==> config.mk <==
export PLATFORM = sky130hd
export DESIGN_NAME = normalise_pack_flat
export DESIGN_NICKNAME = d
export VERILOG_FILES = /design/src/rtl/normalise_pack_if.sv /design/src/rtl/normalise_pack.sv /design/src/flat_wrapper.sv
export SDC_FILE = /design/constraint.sdc
export NUM_CORES = 1
export LEC_CHECK = 0
export BUFFER_PORTS_ARGS = -buffer_cell sky130_fd_sc_hd__buf_2
export CAP_MARGIN = 20
export CORE_MARGIN = 8
export CORE_UTILIZATION = 35
export CTS_CLUSTER_DIAMETER = 30
export DETAILED_ROUTE_END_ITERATION = 8
export GPL_TIMING_DRIVEN = 0
export HOLD_SLACK_MARGIN = 0.03
export PLACE_DENSITY = 0.6
export REMOVE_ABC_BUFFERS = 1
export SKIP_CTS_REPAIR_TIMING = 1
export SYNTH_ARGS = -nofsm -noshare
export SYNTH_HDL_FRONTEND = slang
export SYNTH_SLANG_ARGS = --single-unit
==> constraint.sdc <==
create_clock -name clock -period 3.95 [get_ports clock]
set_input_delay 0.79 -clock clock [delete_from_list [all_inputs] [get_ports clock]]
set_output_delay 0.79 -clock clock [all_outputs]
set_load 0.01 [all_outputs]
==> src/rtl/normalise_pack_if.sv <==
// Handshake bundle between the HCORDIC datapath and the normalise/round/pack back end.
// A transfer happens on a rising clock edge where valid && ready; the source holds its data until then.
interface normalise_pack_if #(
  parameter int EXP_W = 8,
  parameter int MAN_W = 28
);
  logic                   in_valid;
  logic                   in_ready;
  logic                   idle_Pack;
  logic [31:0]            sin_Pack;
  logic [EXP_W+MAN_W:0]   zin_Pack;
  logic                   out_valid;
  logic                   out_ready;
  logic [31:0]            sout_Pack;
  logic                   overflow_Pack;

  modport master (
    output in_valid, idle_Pack, sin_Pack, zin_Pack, out_ready,
    input  in_ready, out_valid, sout_Pack, overflow_Pack
  );

  modport slave (
    input  in_valid, idle_Pack, sin_Pack, zin_Pack, out_ready,
    output in_ready, out_valid, sout_Pack, overflow_Pack
  );
endinterface

==> src/rtl/normalise_pack.sv <==
// Normalises an unpacked HCORDIC result one bit per cycle, rounds to nearest-even
// and packs it into an IEEE-754 single; pre-packed special cases bypass the datapath.
module normalise_pack #(
  parameter int EXP_W = 8,
  parameter int MAN_W = 28
) (
  input  logic               clock,
  input  logic               reset,
  normalise_pack_if.slave    bus,
  output logic [2:0]         fsm_state
);
  localparam int EW = EXP_W + 2;

  localparam logic [2:0] IDLE  = 3'd0;
  localparam logic [2:0] NORM  = 3'd1;
  localparam logic [2:0] ROUND = 3'd2;
  localparam logic [2:0] PACK  = 3'd3;
  localparam logic [2:0] DONE  = 3'd4;

  localparam logic [EW-1:0]    E_ONE = EW'(1);
  localparam logic [EW-1:0]    E_SAT = EW'((1 << EXP_W) - 1);
  localparam logic [MAN_W-1:0] M_RND = MAN_W'(8);

  logic [2:0]       state;
  logic             s;
  logic [EW-1:0]    e;
  logic [MAN_W-1:0] m;
  logic [31:0]      sout;
  logic             ovf;

  logic [MAN_W-1:0] m_adj;
  logic [EW-1:0]    e_adj;
  logic             rnd_up;

  // Rounding carry out of the mantissa is absorbed here before packing.
  always_comb begin
    m_adj = m;
    e_adj = e;
    if (m[MAN_W-1]) begin
      m_adj = m >> 1;
      e_adj = e + E_ONE;
    end
  end

  assign rnd_up = m[2] & (m[1] | m[0] | m[3]);

  always_ff @(posedge clock or negedge reset) begin
    if (!reset) begin
      state <= IDLE;
      s     <= 1'b0;
      e     <= '0;
      m     <= '0;
      sout  <= '0;
      ovf   <= 1'b0;
    end else begin
      case (state)
        IDLE: begin
          if (bus.in_valid) begin
            if (bus.idle_Pack) begin
              sout  <= bus.sin_Pack;
              state <= DONE;
            end else if (bus.zin_Pack[MAN_W-1:0] == '0) begin
              sout  <= {bus.zin_Pack[EXP_W+MAN_W], 31'b0};
              state <= DONE;
            end else begin
              s     <= bus.zin_Pack[EXP_W+MAN_W];
              e     <= {2'b00, bus.zin_Pack[EXP_W+MAN_W-1:MAN_W]};
              m     <= bus.zin_Pack[MAN_W-1:0];
              state <= NORM;
            end
          end
        end
        NORM: begin
          // Left shifting stops at e==1, leaving a denormal with m[26]==0.
          if (m[MAN_W-1]) begin
            m <= {1'b0, m[MAN_W-1:2], m[1] | m[0]};
            e <= e + E_ONE;
          end else if (!m[MAN_W-2] && (e > E_ONE)) begin
            m <= m << 1;
            e <= e - E_ONE;
          end else begin
            state <= ROUND;
          end
        end
        ROUND: begin
          if (rnd_up) m <= m + M_RND;
          state <= PACK;
        end
        PACK: begin
          if (e_adj >= E_SAT) begin
            sout <= {s, {EXP_W{1'b1}}, {(31-EXP_W){1'b0}}};
            ovf  <= 1'b1;
          end else begin
            sout <= {s, m_adj[MAN_W-2] ? e_adj[EXP_W-1:0] : {EXP_W{1'b0}}, m_adj[MAN_W-3:3]};
          end
          state <= DONE;
        end
        DONE: begin
          if (bus.out_ready) begin
            ovf   <= 1'b0;
            state <= IDLE;
          end
        end
        default: state <= IDLE;
      endcase
    end
  end

  assign bus.in_ready      = (state == IDLE);
  assign bus.out_valid     = (state == DONE);
  assign bus.sout_Pack     = sout;
  assign bus.overflow_Pack = ovf;
  assign fsm_state         = state;
endmodule
==> src/flat_wrapper.sv <==
// flat-port wrapper written by rule: the top's interface ports become plain ports
module normalise_pack_flat 
#(
  parameter int EXP_W = 8,
  parameter int MAN_W = 28
)
  (clock, reset, fsm_state, bus_in_valid, bus_idle_Pack, bus_sin_Pack, bus_zin_Pack, bus_out_ready, bus_in_ready, bus_out_valid, bus_sout_Pack, bus_overflow_Pack);
  normalise_pack_if #(.EXP_W(EXP_W), .MAN_W(MAN_W)) bus_i ();
  input  logic clock;
  input  logic reset;
  output logic [2:0] fsm_state;
  input wire logic [$bits(bus_i.in_valid)-1:0] bus_in_valid;
  input wire logic [$bits(bus_i.idle_Pack)-1:0] bus_idle_Pack;
  input wire logic [$bits(bus_i.sin_Pack)-1:0] bus_sin_Pack;
  input wire logic [$bits(bus_i.zin_Pack)-1:0] bus_zin_Pack;
  input wire logic [$bits(bus_i.out_ready)-1:0] bus_out_ready;
  output wire logic [$bits(bus_i.in_ready)-1:0] bus_in_ready;
  output wire logic [$bits(bus_i.out_valid)-1:0] bus_out_valid;
  output wire logic [$bits(bus_i.sout_Pack)-1:0] bus_sout_Pack;
  output wire logic [$bits(bus_i.overflow_Pack)-1:0] bus_overflow_Pack;
  assign bus_i.in_valid = bus_in_valid;
  assign bus_i.idle_Pack = bus_idle_Pack;
  assign bus_i.sin_Pack = bus_sin_Pack;
  assign bus_i.zin_Pack = bus_zin_Pack;
  assign bus_i.out_ready = bus_out_ready;
  assign bus_in_ready = bus_i.in_ready;
  assign bus_out_valid = bus_i.out_valid;
  assign bus_sout_Pack = bus_i.sout_Pack;
  assign bus_overflow_Pack = bus_i.overflow_Pack;
  normalise_pack #(.EXP_W(EXP_W), .MAN_W(MAN_W)) u_core (.clock(clock), .reset(reset), .bus(bus_i), .fsm_state(fsm_state));
endmodule
; Word-level counts from Yosys, hierarchy flattened
; Index checks and enable logic that the tools add are counted.
; W data, S select, Z words.
[classes]
n_reduce_logical = 15
muxes = 31
order_cmp = 2
add_sub_neg = 3
eq_ne = 14
bitwise_logic = 5
[op_table]
columns = op, count
row1 = $mux W28, 6
row2 = $mux W32, 3
row3 = $pmux W28 S3, 1
row4 = $pmux W32 S2, 1
row5 = $mux W10, 6
row6 = $mux W31, 1
row7 = $add A28 B4 Y28 const B, 1
row8 = $logic_not A28 Y1, 1
row9 = $mux W27, 1
row10 = $pmux W10 S2, 1
row11 = $mux W3, 6
row12 = $pmux W3 S5, 1
row13 = $ne A2 B2 Y1 const B, 6
row14 = $add A10 B1 Y10 const B, 1
row15 = $ge A10 B8 Y1 const B, 1
row16 = $gt A10 B1 Y1 const B, 1
row17 = $reduce_and A5 Y1, 2
row18 = $sub A10 B1 Y10 const B, 1
row19 = $mux W8, 1
row20 = $reduce_and A4 Y1, 2
row21 = $eq A3 B2 Y1 const B, 2
row22 = $reduce_and A3 Y1, 2
row23 = $reduce_and A6 Y1, 1
row24 = $reduce_bool A2 Y1, 3
row25 = 14 further kinds, 18
[totals]
out_inout_bits = 38
word_cells = 77
reg_bits = 75

; Logic depth before layout (Yosys ltp)
; Gate-level depths: netlist of run 1.
[logic_depth]
word_depth = 5
mapped_depth = 10
ltp_nobuf = 8

; Least setup slack after synthesis of run 1
; Ideal clock, no wire load.
[synth_path]
kind = input to register
startpoint = input bus_in_valid
endpoint = register u_core.m[26]
setup_ps = 128
arrival_time_ps = 2112
path_slack_ps = 1710
stages = 8
path_cell_list = nor2b_1 -> nor3_1 -> a211oi_1 -> or3b_1 -> buf_4 -> buf_6 -> o21ai_0 -> o31ai_1
[synth_via]
elab_chain_len = 2
[synth_rtl]
columns = element, line
row1 = "start, declared", flat_wrapper.sv:12  ; input wire logic [$bits(bus_i.in_valid)-1:0] bus_in_valid;
row2 = $ne A2 B2 Y1 (no line), n/a
row3 = $reduce_and A6 Y1 (no line), n/a
row4 = "end signal, assigned", normalise_pack.sv:68  ; m <= bus.zin_Pack[MAN_W-1:0];
row5 = "end signal, assigned", normalise_pack.sv:76  ; m <= {1'b0, m[MAN_W-1:2], m[1] | m[0]};
row6 = "end signal, assigned", normalise_pack.sv:79  ; m <= m << 1;
row7 = "end, declared", normalise_pack.sv:27  ; logic [MAN_W-1:0] m;
; Every way passes these cells.
; A chain may end at the register's enable or synchronous reset.

; Worst setup path after layout of run 1
[layout_path]
startpoint = register u_core.m[27]
endpoint = register u_core.sout[24] (netlist: u_core.bus.sout_Pack[24])
[layout_via]
elab_chain_len = 4
[layout_rtl]
columns = element, line
row1 = $mux W10 or $mux W27 (tied branches), normalise_pack.sv:39  ; if (m[MAN_W-1]) begin
row2 = $ge A10 B8 Y1 or $mux W8 (tied branches), "normalise_pack.sv:90, normalise_pack.sv:94"
row3 = $mux W31 (*), normalise_pack.sv:90  ; if (e_adj >= E_SAT) begin
row4 = $pmux W32 S2 (*), normalise_pack.sv:56  ; case (state)
row5 = "end signal, assigned", normalise_pack.sv:60  ; sout <= bus.sin_Pack;
row6 = "end signal, assigned", normalise_pack.sv:91  ; sout <= {s, {EXP_W{1'b1}}, {(31-EXP_W){1'b0}}};
row7 = "end signal, assigned", normalise_pack.sv:94  ; sout <= {s, m_adj[MAN_W-2] ? e_adj[EXP_W-1:0] : {EXP_W{1'b0}}, m_adj[MAN_W-3:3]};
row8 = "end, declared", normalise_pack.sv:28  ; logic [31:0] sout;
; Every way passes the cells marked *; elsewhere a longest branch is shown, timed or not.

==> results of run 1 <==
==> critical path, stage by stage (launching register included) <==
cell and delay, ns:
dfrtp_4 1.05, inv_1 0.44, ha_1 0.46, nand4_1 0.21, o31ai_4 0.56, buf_8 0.26
a221oi_1 0.09, o21ai_1 0.17
==> synth_stat cells, types with 2 or more instances <==
library cell | count | area [sq um]
a211oi_1 | 7 | 52.55
a21oi_1 | 46 | 230.2
a221oi_1 | 10 | 87.58
a222oi_1 | 3 | 30.03
a22oi_1 | 4 | 30.03
a311oi_1 | 3 | 26.28
a31oi_1 | 9 | 56.30
and2_0 | 3 | 18.77
and3_1 | 8 | 50.05
and4_1 | 3 | 26.28
buf_1 | 2 | 7.510
buf_2 | 26 | 130.1
buf_4 | 4 | 30.03
clkbuf_1 | 27 | 101.4
dfrtp_1 | 75 | 1877
ha_1 | 6 | 75.07
inv_1 | 12 | 45.04
mux2_2 | 10 | 112.6
mux2i_1 | 33 | 330.3
nand2_1 | 100 | 375.4
nand2b_1 | 2 | 12.51
nand3_1 | 15 | 75.07
nand4_1 | 12 | 75.07
nor2_1 | 48 | 180.2
nor2b_1 | 8 | 50.05
nor3_1 | 18 | 90.09
nor4_1 | 11 | 68.82
o21a_1 | 2 | 15.01
o21ai_0 | 57 | 285.3
o21ai_1 | 7 | 35.03
o221ai_1 | 23 | 201.4
o22a_1 | 4 | 35.03
o22ai_1 | 10 | 62.56
o311ai_0 | 2 | 17.52
o31ai_1 | 3 | 22.52
o32ai_1 | 4 | 35.03
or3_1 | 2 | 12.51
or4_1 | 2 | 15.01
xnor2_1 | 7 | 61.31
xor2_1 | 3 | 26.28
==> routing by layer <==
layer  part of all wire  track usage  vias up
met3              0.053      0.02754       26
met4              0.024      0.07683        0
met5                  0            0        -
li1                   -            -     2552
met2               0.47       0.2762      201
met1               0.45       0.2260     2555
==> through the flow <==
step                  util  hold WS (ns)
floorplan                -        0.4797
global placement    0.3867        0.4502
detailed placement  0.3973        0.4547
CTS                 0.4161        0.4082
global route        0.4161        0.4235
finish              0.4161        0.3905
==> cell families after synthesis <==
logic type / count (synthesis) / share of synthesized area
AOI/OAI and AO/OA: 204 / 0.2511
buffers and inverters: 74 / 0.06319
adders and majority gates: 6 / 0.01420
muxes: 43 / 0.08379
xor gates and xnor gates: 10 / 0.01657
and+or+nand+nor: 241 / 0.2161
DFF: 75 / 0.3550
==> path summary, 6_finish.rpt <==
check | end | slack, ns | cells past startpoint
worst min register to register | u_core.bus.overflow_Pack | 0.47 | 2
worst max-delay path | u_core.bus.sout_Pack[24] | 0.62 | 7
max in group asynchronous | u_core.m[27] | 2.96 | 2
worst min-delay path | u_core.e[7] | 0.39 | 1
worst max register to register | u_core.bus.sout_Pack[24] | 0.62 | 7
min in group clock | u_core.bus.overflow_Pack | 0.47 | 2
==> registers in the layout (all words and copies together) (netlist names) <==
| signal | flops |
|---|---|
| u_core.s | 1 |
| u_core.bus.sout_Pack | 32 |
| u_core.m | 28 |
| u_core.fsm_state | 3 |
| u_core.e | 10 |
| u_core.bus.overflow_Pack | 1 |
==> where the power goes <==
part           internal (uW)  switching, uW  total (uW)  leakage, uW
Sequential              1120            638        1760     0.000938
Combinational           1040           1360        2400      0.00160
Clock                    458            343         801     0.000135
Total                   2620           2340        4960      0.00267
==> area by class of cell <==
type                       instances  share of cell area
multi-input combinational        504              0.4967
sequential                        75              0.3017
timing repair buffer             118              0.1108
clock buffer                      12             0.04116
tap                              188             0.03774
inverter                          13            0.007830
clock inverter                     4            0.004015
==> cells in the final DEF (no fill, tap or decap), types with 3 or more instances in the layout <==
cell type	Yosys	final
buf_2	26	111
nand2_1	100	100
dfrtp_1	75	74
o21ai_0	57	57
nor2_1	48	46
a21oi_1	46	46
mux2i_1	33	33
o221ai_1	23	23
nor3_1	18	18
nand3_1	15	15
inv_1	12	12
nand4_1	12	12
nor4_1	11	11
mux2_2	10	10
a221oi_1	10	10
o22ai_1	10	10
clkbuf_16	0	9
nor2b_1	8	8
and3_1	8	8
a31oi_1	9	8
a211oi_1	7	7
xnor2_1	7	7
o21ai_1	7	7
ha_1	6	6
a22oi_1	4	4
o22a_1	4	4
o32ai_1	4	4
and2_0	3	3
a222oi_1	3	3
and4_1	3	3
o31ai_1	3	3
a311oi_1	3	3
xor2_1	3	3
buf_8	0	3
buf_16	0	3
==> metrics.md, run 1 <==
| Metric | Value |
|---|---|
| CTS tree | yes |
| Initial Util | 0.3530 |
| Run status | finished clean |
| Multi-input logic area | 3095 sq um |
| Post-route DRC | 0 |
| Power Total | 4964 uW |
| FP Rows | 45 |
| GRT Resource Usage Total | 0.1729 |
| Port Buf Inserts | 111 |
| Setup TNS | 0 ns |
| Final Setup Violations | 0 |
| Detailed-placement wirelength estimate | 12.40 mm |
| Routed vias/inst | 5.836 |
| Slew Viols, Final | 0 |
| Diode count | 0 |
| Clock tree buffer depth | 2 |
| Worst R2R Start | u_core.m[27] |
| Worst-Margin Slew | 1.032 ns |
| Minimum clock period | 3.335 ns |
| Vias in the first global route | 5,099 |
| # IOs | 112 |
| Routed WL per cell | 18.85 um |
| DR vias | 5,334 |
| Skew-Pair Late Insertion Delay | 0.35 ns |
| PD cells | 796.6 nW/um^2 |
| Synth Area per Inst | 8.095 sq um |
| EDFF count, synth | 0 |
| Placed cells | 898 |
| Top_reg_cell synth | dfrtp_1 |
| ANT nets after route | 0 |
| Num CTS Buffers | 9 |
| Layout cells sized above 1 | 0.2149 |
| First-iteration detailed-routing DRC count | 518 |
| RSZ-0062 raised after global routing | false |
| Clock skew | 0.008555 ns |
| Core area | 14,980 sq um |
| Pre-CTS setup slack | 0.5995 ns |
| Placed Area | 5951 sq um |
| Die area | 19,290 sq um |
| Mapped cell area | 5286 sq um |
| Worst vdd ir | 0.3244 mV |
| Worst-path fanout max | 70 |
| Global-route wire length before repair | 27.08 mm |
| Initial antenna violation count | 0 |
| Die height | 138.9 um |
| Total global routing overflow | 0 |
| Worst slew margin relative to its limit | 0.3103 |
| Placer congestion estimate | 0.8780 |
| Number of distinct library cells after synthesis | 62 |
| Hold/Removal Path Class | in -> async |
| Sequential area share after synthesis | 0.3550 |
| Crit share post-route | 0.8443 |
| FILL cells | 1,555 |
| CTS H-tree lvls | 3 |
| Total iterations of the first detailed-routing run | 5 |
| Clock sink total | 75 |
| Max_cap viols | 0 |
| Setup crit start kind | flop |
| CTS root buf | clkbuf_16 |
| Critical path startpoint | u_core.m[27] |
| Critical path capture point type | flop |
| Pin count of the biggest net entering global routing | 71 |
| Routed wire length | 17.23 mm |
| Area Growth Syn to Fin | 17.89% |
| Layout Cells excl Fill | 914 |
| Final Worst Setup Slack | 0.6151 ns |
| Ys async rst share | 1.000 |
| Peak Freq | 0.2999 GHz |
| Cells after synthesis | 653 |
| Die W | 138.9 um |
| CP Data Required Time | 4.22 ns |
| WP data arrival | 3.60 ns |
| Final instance area | 6232 sq um |
| Crit path kind | reg -> reg |
| Pleak | 0.002674 uW |
| Endpoints failing hold | 0 |
| Register area | 1881 sq um |
| Layout Nets | 801 |
| Synth warn | 0 |
| FF+latch count, synth | 75 |
| CTS clk-pin slew, worst paths | 0.06 ns |
No activity file was read; power rests on OpenSTA's default activity.
==> run 2: changes to the inputs <==
Settings changed: ABC_AREA from default to 1.
Clock period 3.95 ns to 3.5 ns, I/O delays scaled along.
==> metrics.md, run 2 <==
| Metric | Value |
|---|---|
| Run status | finished clean |
| Final instance area | 6990 sq um (+12%) |
| Pin count of the biggest net entering global routing | 55 (-23%) |
| Worst slew margin relative to its limit | 0.3070 (-0.003300) |
| Most frequent cell after synthesis | nand2_1 |
| Critical path capture point type | flop |
| Ys async rst share | 1.000 (unchanged) |
| Synth top area cells | dfrtp_1 31%, nand2_1 20%, nor2_1 15%, nand3_1 8.4%, inv_1 3.3% |
| Routed vias/inst | 5.001 (-14%) |
| Top-area cell type share of the netlist area | 0.3139 (-0.04116) |
| Routed wire length | 19.89 mm (+15%) |
| Port Buf Inserts | 111 (unchanged) |
| Area leader, netlist | dfrtp_1 |
| First-iteration detailed-routing DRC count | 532 (+2.7%) |
| Crit path kind | reg -> reg |
| Worst-Margin Slew | 1.037 ns (+0.005136 ns) |
| Routed WL per cell | 15.36 um (-19%) |
| Top cells by count, synth | 323 x nand2_1, 235 x nor2_1, 100 x nand3_1 |
| Max_cap viols | 0 (unchanged) |
| Most frequent cells in the layout | 323 x nand2_1, 235 x nor2_1, 110 x buf_2, 100 x nand3_1, 75 x dfrtp_1 |
| Vias in the first global route | 6,176 (+21%) |
| CP top delay family | simple AND/OR/NAND/NOR gates |
| Cells after synthesis | 988 (+51%) |
| Final Setup Violations | 0 (unchanged) |
| Worst-path fanout max | 44 (-37%) |
| Number of distinct library cells after synthesis | 37 (-40%) |
| Total global routing overflow | 0 (unchanged) |
| Post-route DRC | 0 (unchanged) |
| Placed Area | 6625 sq um (+11%) |
| Global-route wire length before repair | 32.41 mm (+20%) |
| CTS H-tree lvls | 3 (unchanged) |
| Synth warn | 0 (unchanged) |
| Skew-Pair Late Insertion Delay | 0.36 ns (about the same) |
| Crit share post-route | 0.8765 (+0.03218) |
| RSZ-0062 raised after global routing | false |
| Clock sink total | 75 (unchanged) |
| Layout cells sized above 1 | 0.1730 (-0.04185) |
| Setup TNS | 0 ns (unchanged) |
| Peak Freq | 0.3260 GHz (+8.7%) |
| Sequential area share after synthesis | 0.3139 (-0.04116) |
| Synth Area per Inst | 6.052 sq um (-25%) |
| Hold/Removal Path Class | in -> async |
| Worst vdd ir | 0.3167 mV (-2.4%) |
| Setup crit start kind | flop |
| Minimum clock period | 3.068 ns (-0.2673 ns) |
| Multi-input logic area | 3588 sq um (+16%) |
| PD cells | 964.7 nW/um^2 (+21%) |
| WP data arrival | 3.36 ns (-0.24 ns) |
| Buf+Inv Stages, Crit Path | 2 (unchanged) |
| Die W | 146.7 um (+5.6%) |
| Core area | 16,640 sq um (+11%) |
| CP Data Required Time | 3.79 ns (-0.43 ns) |
| Initial Util | 0.3593 (+0.006331) |
| DR vias | 6,476 (+21%) |
| Layout Nets | 1,150 (+44%) |
| Max reg flops | 32 (unchanged) |
| Placed cells | 1,278 (+42%) |
| Pleak | 0.003538 uW (+32%) |
| Area Growth Syn to Fin | 16.91% |
| Endpoints failing hold | 0 (unchanged) |
| GRT Resource Usage Total | 0.1857 (+0.01287) |
| Top_reg_cell synth | dfrtp_1 |
| Min Hold Slack | 0.2603 ns (-0.1302 ns) |
| Most common cell after layout, fill and taps aside | nand2_1 |
| # IOs | 112 (unchanged) |
| Mapped cell area | 5979 sq um (+13%) |
| Die area | 21,520 sq um (+12%) |
| FILL cells | 1,765 (+14%) |
| Die height | 146.7 um (+5.6%) |
| Clock skew | 0.007480 ns (-0.001075 ns) |
| Final Worst Setup Slack | 0.4324 ns (-0.1827 ns) |
| CP cell instances | buf_16 -> inv_4 -> ha_1 -> nand2_1 -> a21oi_1 -> nand3_1 -> nor2_1 -> nand2_2 -> nand2_1 -> nand3_1 -> nand2_1 |
| Placer congestion estimate | 0.9252 (+5.4%) |
| FP Rows | 47 (+4.4%) |
| Clock tree buffer depth | 2 (unchanged) |
| FF+latch count, synth | 75 (unchanged) |
| Initial antenna violation count | 1 (+1) |
| CTS clk-pin slew, worst paths | 0.06 ns (about the same) |
| Num CTS Buffers | 9 (unchanged) |
| ANT nets after route | 0 (unchanged) |
| Total iterations of the first detailed-routing run | 5 (unchanged) |
| Diode count | 0 (unchanged) |
| Layout Cells excl Fill | 1,295 (+42%) |
| CTS root buf | clkbuf_16 |
| Critical path's largest stage delay | 0.82 ns (-0.23 ns) |
| Crit-path slowest cell | dfrtp_1 |
| Cell mode on critical path | nand2_1 |
| Register area | 1877 sq um (-0.20%) |
| Slew Viols, Final | 0 (unchanged) |
| Pre-CTS setup slack | -0.1899 ns (-0.7894 ns) |
| Detailed-placement wirelength estimate | 14.22 mm (+15%) |
| CTS tree | yes |
| EDFF count, synth | 0 (unchanged) |
-- run 2: changes by cell type after synthesis, sizes merged, moves of 17 or more --
cell | previous run | this run
o221ai | 23 | 0
clkbuf | 28 | 11
inv | 13 | 65
o21ai | 64 | 38
nand3 | 15 | 108
mux2i | 33 | 0
nor2 | 48 | 244
nand2 | 100 | 330
-- run 2: power by group --
group / internal (uW) / leakage, uW / switching, uW
clock: 714 / 0.000169 / 397
combinational: 1250 / 0.00245 / 2570
sequential: 1310 / 0.000920 / 498
-- run 2: cell families (layout without fill, tap and decap cells) --
group	count (synthesis)	count (layout)	synth area share
and+or+nand+nor	704	704	0.4936
buffers and inverters	109	196	0.08600
AOI/OAI and AO/OA	93	93	0.09249
DFF	75	75	0.3139
adders and majority gates	6	6	0.01255
xor gates and xnor gates	1	1	0.001465
-- run 2: final cells by class --
type,instances,area share
multi-input cells,804,0.5133
flip-flops and latches,75,0.2685
repair buffers,115,0.09451
well taps,220,0.03938
inverters,65,0.03526
clock buffers,11,0.03472
clock inverters,5,0.01432
-- run 2: through the flow --
step,total power (uW),utilization
detailed placement,5600,0.3981
global route,7390,0.4200
floorplan,4351,-
global placement,5517,0.3930
CTS,6733,0.4187
finish,6744,0.4200
-- run 2: metal layers --
layer	track usage	share of wire	wire, um
met4	0.06337	0.014	285
met2	0.2975	0.45	8943
met5	0	0.00065	13
met1	0.2453	0.48	9601
met3	0.03563	0.052	1042
-- run 2: final timing paths --
kind	start	endpoint	slack (ns)	cells after the start
worst min-delay path	reset	u_core.bus.sout_Pack[1]	0.26	1
worst min register to register	u_core.bus.sout_Pack[25]	u_core.bus.sout_Pack[25]	0.48	2
min in group clock	u_core.bus.sout_Pack[25]	u_core.bus.sout_Pack[25]	0.48	2
max in group asynchronous	reset	u_core.bus.sout_Pack[25]	2.65	2
worst max-delay path	u_core.m[27]	u_core.bus.overflow_Pack	0.43	11
worst max register to register	u_core.m[27]	u_core.bus.overflow_Pack	0.43	11
==> run 3: changes to the inputs <==
Settings changed: CORE_UTILIZATION 35 to 45, PLACE_DENSITY 0.6 to 0.76.
==> metrics.md, run 3 (synthesized netlist as in run 2, its figures left out) <==
| Metric | Value |
|---|---|
| WP data arrival | 3.42 ns (+0.06 ns) |
| Clock group share of total power | 0.144 (-0.021) |
| Worst-Margin Slew | 1.014 ns (-0.02345 ns) |
| Max_cap viols | 0 (unchanged) |
| Pleak | 0.003498 uW (-1.1%) |
| Placed Area | 6570 sq um (-0.83%) |
| Final Worst Setup Slack | 0.3429 ns (-0.08947 ns) |
| Power Total | 6533 uW (-3.1%) |
| Routed wire length | 18.67 mm (-6.1%) |
| Worst slew margin relative to its limit | 0.3227 (+0.01567) |
| Final instance area | 6860 sq um (-1.9%) |
| Multi-input logic area | 3588 sq um (unchanged) |
| Global-route wire length before repair | 31.15 mm (-3.9%) |
| Vias in the first global route | 6,223 (+0.76%) |
| CTS tree | yes |
| Comb power frac | 0.579 (+0.012) |
| Sw Share | 0.5237 (+0.009282) |
| NetSw | 3422 uW (-1.4%) |
| Initial antenna violation count | 0 (-1) |
| Worst vdd ir | 0.5752 mV (+82%) |
| Die area | 17,230 sq um (-20%) |
| Die W | 131.3 um (-11%) |
| Diode count | 0 (unchanged) |
| Cells on worst reg2reg path | 9 (-2) |
| Area Growth Syn to Fin | 14.73% |
| Final core occ | 0.5243 (+0.1042) |
| Reg power frac | 0.277 (+0.009) |
| Layout Cells excl Fill | 1,250 (-3.5%) |
| Endpoints failing hold | 0 (unchanged) |
| Total iterations of the first detailed-routing run | 5 (unchanged) |
| PD cells | 952.3 nW/um^2 (-1.3%) |
| FILL cells | 1,347 (-24%) |
| Clock skew | 0.006512 ns (-0.0009678 ns) |
| RSZ-0062 raised after global routing | false |
| Hold/Removal Path Class | in -> async |
| Placer congestion estimate | 0.9533 (+3.0%) |
| Final Setup Violations | 0 (unchanged) |
| Slew Viols, Final | 0 (unchanged) |
| Detailed-placement wirelength estimate | 13.33 mm (-6.2%) |
| FP Rows | 42 (-11%) |
| Layout cells sized above 1 | 0.1704 (-0.002632) |
| Placed cells | 1,234 (-3.4%) |
| CTS root buf | clkbuf_16 |
| Setup crit start kind | primary input |
| Most frequent cells in the layout | 323 x nand2_1, 235 x nor2_1, 110 x buf_2, 100 x nand3_1, 74 x dfrtp_1 |
| Routed vias/inst | 5.202 (+4.0%) |
| Skew-Pair Late Insertion Delay | 0.34 ns (-0.02 ns) |
| Critical path startpoint | bus_zin_Pack[27] |
| Core area | 13,090 sq um (-21%) |
| Peak Freq | 0.3168 GHz (-2.8%) |
| Run status | finished clean |
| GRT Resource Usage Total | 0.2156 (+0.02990) |
| Total global routing overflow | 0 (unchanged) |
| ANT nets after route | 0 (unchanged) |
| Layout Nets | 1,149 (-0.087%) |
| Port Buf Inserts | 111 (unchanged) |
| Clock sink total | 75 (unchanged) |
| DR vias | 6,503 (+0.42%) |
| First-iteration detailed-routing DRC count | 550 (+3.4%) |
| Crit path kind | in -> reg |
| Critical path capture point type | flop |
| CTS clk-pin slew, worst paths | 0.06 ns (about the same) |
| Initial Util | 0.4570 (+0.09767) |
| Pre-CTS setup slack | -0.02795 ns (+0.1620 ns) |
| Routed WL per cell | 14.94 um (-2.7%) |
| Pin count of the biggest net entering global routing | 55 (unchanged) |
| Minimum clock period | 3.157 ns (+0.08947 ns) |
| Num CTS Buffers | 9 (unchanged) |
| CTS H-tree lvls | 3 (unchanged) |
| Clock tree buffer depth | 2 (unchanged) |
| CP Data Required Time | 3.76 ns (-0.03 ns) |
| Post-route DRC | 0 (unchanged) |
| Die height | 131.3 um (-11%) |
| Most common cell after layout, fill and taps aside | nand2_1 |
| Worst-path fanout max | 43 (-2.3%) |
| Crit share post-route | 0.9020 (+0.02556) |
| Register area | 1878 sq um (about the same) |
| P_int | 3112 uW (-5.0%) |
| Worst R2R Start | u_core.m[27] |
| # IOs | 112 (unchanged) |
| Max reg flops | 32 (unchanged) |
==> run 3: path summary, 6_finish.rpt <==
kind | end | slack (ns)
hold / removal | u_core.bus.overflow_Pack | 0.26
setup / recovery | u_core.bus.sout_Pack[16] | 0.34
min in group clock | u_core.bus.sout_Pack[23] | 0.48
hold reg to reg | u_core.bus.sout_Pack[23] | 0.48
setup reg to reg | u_core.bus.sout_Pack[4] | 0.49
max in group asynchronous | u_core.m[27] | 2.63
==> run 3: metal layers <==
layer | vias to the layer above | part of all wire | global-route usage
met3 | 17 | 0.072 | 0.04649
li1 | 3295 | - | -
met1 | 2955 | 0.46 | 0.2844
met4 | 0 | 0.011 | 0.05297
met2 | 236 | 0.46 | 0.3520
met5 | - | 0 | 0
==> run 3: cell type report <==
cell class | instances | area share
timing repair buffer | 114 | 0.09338
clock inverter | 2 | 0.005107
tap | 176 | 0.03210
sequential | 75 | 0.2738
inverter | 65 | 0.03556
multi-input combinational | 804 | 0.5231
clock buffer | 14 | 0.03702
==> run 3: worst max-delay path, stage by stage <==
cell     delay, ns
buf_2         0.12
nor2_1        0.18
nand3_1       0.09
nor2_1        0.27
nand3_1       0.16
nand3_1       0.16
nand3_2       0.71
inv_2         0.78
nor2_1        0.08
a21oi_1       0.14
==> run 3: stage by stage <==
step / hold slack, ns / TNS (ns)
final: 0.2572 / 0
after global routing: 0.2753 / 0
after detailed placement: 0.4638 / -0.2306
after floorplan: 0.4044 / 0
after CTS: 0.2693 / 0
after global placement: 0.4590 / -10.96
==> run 3: power by group through the flow <==
stage / Sequential, uW / Clock, uW / Combinational [uW]
after CTS: 1790 / 944 / 3770
after global placement: 1820 / 0 / 3610
after detailed placement: 1800 / 0 / 3760
after floorplan: 1810 / 0 / 2550
after global routing: 1870 / 982 / 4300
final: 1810 / 944 / 3780
